==> config.mk <==
export PLATFORM = sky130hd
export DESIGN_NAME = mcmc_global_control_unit
export DESIGN_NICKNAME = d
export VERILOG_FILES = /design/src/rtl/mcmc_pkg.sv /design/src/rtl/mcmc_phase_watchdog.sv /design/src/rtl/mcmc_global_control_unit.sv
export SDC_FILE = /design/constraint.sdc
export NUM_CORES = 1
export LEC_CHECK = 0
export CORE_UTILIZATION = 60
export DETAILED_ROUTE_END_ITERATION = 12
export DONT_BUFFER_PORTS = 1
export PLACE_DENSITY = 0.85
export RECOVER_POWER = 25
export SKIP_CTS_REPAIR_TIMING = 1
export SYNTH_ARGS = -nofsm -noshare
export SYNTH_HDL_FRONTEND = slang
export SYNTH_SLANG_ARGS = --single-unit
==> constraint.sdc <==
create_clock -name in_clk -period 5.3 [get_ports in_clk]
set_input_delay 0.53 -clock in_clk [delete_from_list [all_inputs] [get_ports in_clk]]
set_output_delay 0.53 -clock in_clk [all_outputs]
set_load 0.05 [all_outputs]
==> src/rtl/mcmc_pkg.sv <==
// Shared phase codes for the MCMC constraint solver. Every sub-unit decodes
// the 8-bit global phase against these constants.
package mcmc_pkg;

    localparam int PHASE_WIDTH = 8;

    typedef enum logic [PHASE_WIDTH-1:0] {
        IDLE                   = 8'd0,
        SETUP                  = 8'd1,
        PROBABILISTIC          = 8'd2,
        STOCHASTIC             = 8'd3,
        PROBABILITY_ADJUSTMENT = 8'd4,
        CHECKER                = 8'd5,
        FINISH                 = 8'd6
    } phase_e;

    // Phases in which the sequencer waits on a sub-unit handshake and the
    // watchdog is allowed to run.
    function automatic logic is_wait_phase(phase_e p);
        return (p >= SETUP) && (p <= CHECKER);
    endfunction

endpackage

==> src/rtl/mcmc_phase_watchdog.sv <==
// Per-phase cycle counter. Cleared on every phase entry, counts while
// enabled and flags a timeout once it reaches TIMEOUT_CYCLES-1.
module mcmc_phase_watchdog #(
    parameter int TIMEOUT_CYCLES = 4096
) (
    input  logic clk_i,
    input  logic rst_i,
    input  logic clear_i,
    input  logic enable_i,
    output logic timeout_o
);

    localparam int CW = (TIMEOUT_CYCLES > 1) ? $clog2(TIMEOUT_CYCLES) : 1;
    localparam logic [CW-1:0] LAST = CW'(TIMEOUT_CYCLES - 1);

    logic [CW-1:0] cnt_q;
    logic [CW-1:0] cnt_d;

    // Next count: clear wins, then count up while enabled, holding at LAST.
    always_comb begin
        cnt_d = cnt_q;
        if (clear_i) begin
            cnt_d = '0;
        end else if (enable_i && (cnt_q != LAST)) begin
            cnt_d = cnt_q + CW'(1);
        end
    end

    // Counter register.
    always_ff @(posedge clk_i) begin
        if (rst_i) begin
            cnt_q <= '0;
        end else begin
            cnt_q <= cnt_d;
        end
    end

    assign timeout_o = enable_i && (cnt_q == LAST);

endmodule

==> src/rtl/mcmc_global_control_unit.sv <==
// Top-level sequencer of the MCMC constraint solver: drives the global phase
// code, collects sub-unit handshakes, chooses the move type each iteration
// and stops on success, iteration limit or phase timeout.
//
// Handshake semantics: each done/ready input is a level that qualifies the
// current phase when sampled high at a rising edge, except during the first
// cycle after a phase entry, where all of them are ignored so a ready still
// held from the previous visit of the same unit cannot be taken twice.
module mcmc_global_control_unit
    import mcmc_pkg::*;
#(
    parameter int MAXIMUM_BIT_WIDTH_OF_ITERATIONS = 16,
    parameter int MAXIMUM_ITERATIONS              = 1000,
    parameter int PROBABILITY_WIDTH               = 8,
    parameter int PHASE_TIMEOUT_CYCLES            = 4096
) (
    input  logic                                       in_clk,
    input  logic                                       in_reset,
    input  logic                                       in_start,
    input  logic                                       in_setup_done,
    input  logic                                       in_probabilistic_ready,
    input  logic                                       in_stochastic_ready,
    input  logic                                       in_adjust_done,
    input  logic                                       in_checker_done,
    input  logic                                       in_all_satisfied,
    input  logic [PROBABILITY_WIDTH-1:0]               in_random,
    input  logic [PROBABILITY_WIDTH-1:0]               in_stochastic_probability,
    output logic [PHASE_WIDTH-1:0]                     out_current_state,
    output logic [MAXIMUM_BIT_WIDTH_OF_ITERATIONS-1:0] out_iteration_count,
    output logic                                       out_solved,
    output logic                                       out_iteration_limit,
    output logic                                       out_watchdog_error,
    output logic                                       out_finish
);

    localparam int IW = MAXIMUM_BIT_WIDTH_OF_ITERATIONS;
    localparam logic [IW-1:0] MAX_ITER = IW'(MAXIMUM_ITERATIONS);

    phase_e          state_q, state_d;
    logic [IW-1:0]   count_q, count_d;
    logic            solved_q, solved_d;
    logic            limit_q, limit_d;
    logic            wd_q, wd_d;
    logic            start_q;
    logic            blank_q;
    logic            start_rise;
    logic            phase_change;
    logic            timeout;

    assign start_rise   = in_start && !start_q;
    assign phase_change = (state_d != state_q);

    mcmc_phase_watchdog #(
        .TIMEOUT_CYCLES(PHASE_TIMEOUT_CYCLES)
    ) u_watchdog (
        .clk_i     (in_clk),
        .rst_i     (in_reset),
        .clear_i   (phase_change),
        .enable_i  (is_wait_phase(state_q)),
        .timeout_o (timeout)
    );

    // Next phase and status: handshake first, timeout only if no handshake.
    always_comb begin
        state_d  = state_q;
        count_d  = count_q;
        solved_d = solved_q;
        limit_d  = limit_q;
        wd_d     = wd_q;
        case (state_q)
            IDLE, FINISH: begin
                if (start_rise) begin
                    state_d  = SETUP;
                    count_d  = '0;
                    solved_d = 1'b0;
                    limit_d  = 1'b0;
                    wd_d     = 1'b0;
                end
            end
            SETUP: begin
                if (!blank_q && in_setup_done) begin
                    state_d = CHECKER;
                end else if (timeout) begin
                    state_d = FINISH;
                    wd_d    = 1'b1;
                end
            end
            CHECKER: begin
                if (!blank_q && in_checker_done) begin
                    if (in_all_satisfied) begin
                        state_d  = FINISH;
                        solved_d = 1'b1;
                    end else if (count_q >= MAX_ITER) begin
                        state_d = FINISH;
                        limit_d = 1'b1;
                    end else begin
                        count_d = count_q + IW'(1);
                        state_d = (in_random < in_stochastic_probability) ? STOCHASTIC
                                                                          : PROBABILISTIC;
                    end
                end else if (timeout) begin
                    state_d = FINISH;
                    wd_d    = 1'b1;
                end
            end
            PROBABILISTIC: begin
                if (!blank_q && in_probabilistic_ready) begin
                    state_d = PROBABILITY_ADJUSTMENT;
                end else if (timeout) begin
                    state_d = FINISH;
                    wd_d    = 1'b1;
                end
            end
            STOCHASTIC: begin
                if (!blank_q && in_stochastic_ready) begin
                    state_d = PROBABILITY_ADJUSTMENT;
                end else if (timeout) begin
                    state_d = FINISH;
                    wd_d    = 1'b1;
                end
            end
            PROBABILITY_ADJUSTMENT: begin
                if (!blank_q && in_adjust_done) begin
                    state_d = CHECKER;
                end else if (timeout) begin
                    state_d = FINISH;
                    wd_d    = 1'b1;
                end
            end
            default: begin
                state_d = IDLE;
            end
        endcase
    end

    // State, status and blanking registers; start is tracked even in reset so
    // a level held through reset never looks like a fresh edge.
    always_ff @(posedge in_clk) begin
        start_q <= in_start;
        if (in_reset) begin
            state_q  <= IDLE;
            count_q  <= '0;
            solved_q <= 1'b0;
            limit_q  <= 1'b0;
            wd_q     <= 1'b0;
            blank_q  <= 1'b0;
        end else begin
            state_q  <= state_d;
            count_q  <= count_d;
            solved_q <= solved_d;
            limit_q  <= limit_d;
            wd_q     <= wd_d;
            blank_q  <= phase_change;
        end
    end

    assign out_current_state   = state_q;
    assign out_iteration_count = count_q;
    assign out_solved          = solved_q;
    assign out_iteration_limit = limit_q;
    assign out_watchdog_error  = wd_q;
    assign out_finish          = (state_q == FINISH);

endmodule

Word-level counts from Yosys, hierarchy flattened
Cells that the tools add are included.

Add/subtract/negate cells: 2. Magnitude comparators: 4. Eq/ne operators: 20. Muxes and demuxes: 31. Reduce and logical (&&, ||, !) cells: 20.

Operators by type and width (count): 2-to-1 mux 16 bit (4); 2-to-1 mux 8 bit (7); one-hot mux 8 bit (6 select lines) (1); one-hot mux 16 bit (2 select lines) (1); == test 8 x 3 -> 1 bit (second input constant) (3); inequality test 2 bit (second input constant) (11); adder 16 x 1 -> 16 bit (second input constant) (1); == test 8 x 2 -> 1 bit (second input constant) (2); greater-or-equal comparator 16 x 10 -> 1 bit (second input constant) (1); 2-to-1 mux 1 bit (13); adder 12 x 1 -> 12 bit (second input constant) (1); == test 12 bit (second input constant) (1); inequality test 12 bit (second input constant) (1); AND reduction 5 bit (2); logical AND 1 bit (9); == test 8 x 1 -> 1 bit (second input constant) (1); greater-or-equal comparator 8 x 1 -> 1 bit (second input constant) (1); <= comparator 8 x 3 -> 1 bit (second input constant) (1); logical NOT 8 bit (1); < comparator 8 bit (1); inequality test 8 bit (1); AND reduction 7 bit (1); 2-to-1 mux 3 bit (2); one-hot mux 1 bit (6 select lines) (1); other kinds (6) (9).

Register bits after elaboration: 41. Output and inout port bits: 28.

Longest topological paths before layout
Depth in word-level cells: 8. Gate-level depth with buffers: 8. Depth with buffers taken out: 6.

Hierarchy
Synthesis repeated with hierarchy kept, for this count alone.

Cells, all modules: 262. Area total of the unflattened synthesis: 2250.9 sq um.

By module, submodules not included: mcmc_global_control_unit (times used 1, cells each 189, area each 1607.8 sq um, seq. area each 580.6 sq um); mcmc_phase_watchdog (times used 1, cells each 73, area each 643.1 sq um, seq. area each 240.2 sq um).

Least setup slack after synthesis
No wires, ideal clock.

Kind: flip-flop to output port. Start point: reg state_q[2], in the netlist out_current_state[2]. End point: out out_finish. Data arrival time: 2.130 ns. Path slack: 2.640 ns. Cell stages (with the launch flop): 4. Cells stage by stage: dfxtp_1 > clkbuf_1 > nand2_1 > nor3_1.

Longest elaborated chain between the ends: 1.

RTL lines: from (decl) (line mcmc_global_control_unit.sv:39) `phase_e state_q, state_d;`; from (signal assigned) (line mcmc_global_control_unit.sv:148) `state_q <= state_d;`; == test 8 x 3 -> 1 bit (line mcmc_global_control_unit.sv:162) `assign out_finish = (state_q == FINISH);`; to (decl) (line mcmc_global_control_unit.sv:33) `output logic out_finish`.

No other way between the ends.

Final worst setup path
Start point: reg state_q[0], in the netlist out_current_state[0]. End point: reg u_watchdog.cnt_q[11].

Longest elaborated chain between the ends: 8.

RTL lines: greater-or-equal comparator 8 x 1 -> 1 bit or <= comparator 8 x 3 -> 1 bit (tied branches) (line mcmc_pkg.sv:20) `return (p >= SETUP) && (p <= CHECKER);`; logical AND 1 bit (line mcmc_pkg.sv:20); logical AND 1 bit (line mcmc_phase_watchdog.sv:38) `assign timeout_o = enable_i && (cnt_q == LAST);`; 2-to-1 mux 8 bit; 2-to-1 mux 8 bit, on equally long branches; one-hot mux 8 bit (6 select lines) (line mcmc_global_control_unit.sv:70) `case (state_q)`; inequality test 8 bit (line mcmc_global_control_unit.sv:51) `assign phase_change = (state_d != state_q);`; OR reduction 2 bit (no line); to (signal assigned) (line mcmc_phase_watchdog.sv:34) `cnt_q <= cnt_d;`; to (decl) (line mcmc_phase_watchdog.sv:16) `logic [CW-1:0] cnt_q;`.

Several ways; a longest one is shown, not always the timed one. A chain may end at the register's enable or synchronous reset.

==> results.ini <==
[run_status]
status = finished clean

[synthesis]
synthCells = 269
synth_cell_types = 56
synth.area.top_cells = dfxtp_1, ha_1, nor2_1
synth.most_common_cell = dfxtp_1
synth-seq-area-share_pct = 35.2
synth_warnings = 0
synth_seq_cells = 41
synth_commonest_cells = dfxtp_1, nor2_1, a21oi_1, nand2_1, inv_1
postSynthAreaPerCell_sq_um = 8.67
yosysTopAreaCell = dfxtp_1
synth_edf_count = 0
synthFlopType = dfxtp_1
netlist_area_sq_um = 2330
async_flop_share_pct = 0
synth_top_area_share_pct = 35.2

[critical_path]
required_ns = 5.51
timing.rr.start = out_current_state[0]
crit_type = register to register
worstPathArrival_ns = 3.25
r2r_cells = 6
r2r_end = u_watchdog.cnt_q[11]
endpoint_kind = register
path_max_fanout = 21
rrSetupSlack_ns = 2.26
start_kind = register

[sta]
rsz0062_at_grt = false
setup_tns_ns = 0
slew_viol_final = 0
fin_crit_ns = 3.04
finClkSkew_ns = 0.00951
setup_viol_count_final = 0
final.period_utilization_pct = 57.3
timing.slew.headroom_pct = 2.46
max_freq_ghz = 0.329
timing.hold.ws_ns = 0.245
tightest_slew_ns = 1.46
hold_violations = 0

[worst_hold_path]
hold_end = start_q
hold_path.class = input port to register
worstHoldPathCells = 0
hp-start = in_start

[routing]
drt_first_pass_iters = 4
drt_wl_total_um = 4950
final_antenna_net_count = 0
via_per_inst = 6.22
drtIter0Drc = 124
vias = 1997
drc = 0
wl_per_cell_um = 15.4

[clock_tree]
clkTransAtPathRegs_ns = 0.09
worstSkewPairLatency_ns = 0.30
clock-root-buffer = clkbuf_8
cts_made_buffers = 5
numClockSinks = 41
cts.path.max_buffers = 2
htree_levels = 2
cts_tree = built

[final_layout]
multi_input_area_sq_um = 1400
layout-drive-gt1-share_pct = 9.16
fillers = 309
fin_nets = 307
regArea_sq_um = 821
n_antenna_cell = 0
area_growth_pct = 6.76

[die]
rows = 22
start_util_pct = 63.2
die_width_um = 64.3
dieHeight_um = 64.3
die_area_sq_um = 4140
num_io_pins = 53
core_area_sq_um = 3690

[flow_run]
maxCapViolCount = 0

[grt]
grt_max_degree = 22
grt_pass1_vias = 1867
track_usage_pct = 25.2
grt_overflow = 0
antenna_found_initial = 0
grt_first_pass_wirelength_um = 8200

[place]
port_buffers = 0
hpwl_um = 3620
gp_congestion = 0.846

[pwr]
peakVddDrop_mv = 0.311
leakage_nw = 0.821
powerDensity_nw_per_um2 = 265

## layout by cell type, fill, tap and decap left out, types with 3 or more instances in the layout
master | netlist | routed
ha_1 | 10 | 10
o21a_1 | 4 | 4
nor3b_1 | 3 | 3
dfxtp_1 | 41 | 41
nand2b_1 | 8 | 8
nand4_1 | 9 | 9
a21oi_1 | 15 | 15
and2_1 | 6 | 6
mux2i_1 | 4 | 4
nor3_1 | 10 | 10
nand3b_1 | 4 | 4
xnor2_1 | 8 | 8
clkbuf_8 | 1 | 5
o21ai_0 | 11 | 11
nand3_1 | 11 | 11
nor2_1 | 22 | 22
xor2_1 | 3 | 3
nand2_1 | 15 | 15
nor4_1 | 9 | 9
or4_1 | 5 | 5
inv_1 | 14 | 14
conb_1 | 1 | 5
a211oi_1 | 5 | 5
o31ai_1 | 6 | 6
## through the flow
| step | utilization (%) | area, sq um | std cells | power (W) | setup WS [ns] |
|---|---|---|---|---|---|
| 2_1_floorplan | - | 2350 | 273 | 0.000352 | 2.64 |
| 3_3_place_gp | 63.9 | 2360 | 313 | 0.000355 | 2.81 |
| 3_5_place_dp | 63.9 | 2360 | 313 | 0.000356 | 2.76 |
| 4_1_cts | 67.6 | 2490 | 321 | 0.000659 | 2.70 |
| 5_1_grt | 67.5 | 2490 | 321 | 0.000675 | 1.90 |
| 6_report | 67.5 | 2490 | 321 | 0.000660 | 2.26 |
## sequential cells by signal (all words and copies together) (netlist names)
name and cells:
out_watchdog_error 1, blank_q 1, out_solved 1, start_q 1, out_iteration_limit 1, out_iteration_count 16, u_watchdog.cnt_q 12, out_current_state 8
## worst max-delay path, cell delays in order (launching register included)
cell	delay, ns
dfxtp_1	0.31
clkbuf_1	1.06
mux2i_1	0.38
nor3_1	0.10
o21ai_0	0.29
nand4_1	0.48
a211oi_1	0.32
## worst max-delay path by stage
stage / to / slack [ns] / start / depth (start not counted)
6_report: u_watchdog.cnt_q[11] / 2.26 / out_current_state[0] / 6
5_1_grt: u_watchdog.cnt_q[11] / 1.90 / out_current_state[0] / 6
4_1_cts: out_finish / 2.70 / out_current_state[1] / 3
3_5_place_dp: out_iteration_count[6] / 2.76 / out_current_state[2] / 5
3_3_place_gp: out_iteration_count[6] / 2.81 / out_current_state[2] / 5
2_1_floorplan: out_finish / 2.64 / out_current_state[2] / 3
## cells by family (layout without fill, tap and decap cells)
kind of cell / Yosys count / in the layout / synth area share, %
buffers and inverters: 25 / 25 / 5.42
XOR/XNOR: 11 / 11 / 4.13
AO/OA/AOI/OAI: 57 / 57 / 17.1
AND/OR/NAND/NOR: 120 / 120 / 30.9
adder cells (fa/ha/maj): 10 / 10 / 5.36
multiplexers: 4 / 4 / 1.72
other: 1 / 5 / 0.161
flip-flops: 41 / 41 / 35.2
## area by class of cell
cell class / instances / share of cell area (%)
flip-flops and latches: 41 / 33.0
repair buffers: 3 / 0.754
inverters: 14 / 2.11
well taps: 48 / 2.41
multi-input cells: 207 / 56.2
clock inverters: 3 / 2.76
clock buffers: 5 / 2.76
## power breakdown
group	total (W)	internal (W)	switching [W]
clock	0.000311	0.000190	0.000121
combinational	0.0000283	0.0000114	0.0000169
sequential	0.000321	0.000311	0.0000105
total	0.000660	0.000512	0.000148
## metal layers
layer,track usage [%],wire [um],vias to the layer above
li1,-,-,989
met2,40.3,2310,67
met1,30.7,2220,927
met5,0,0,-
met4,10.8,123,0
met3,8.57,300,14
Note: power is estimated with default switching activity, not from simulation.
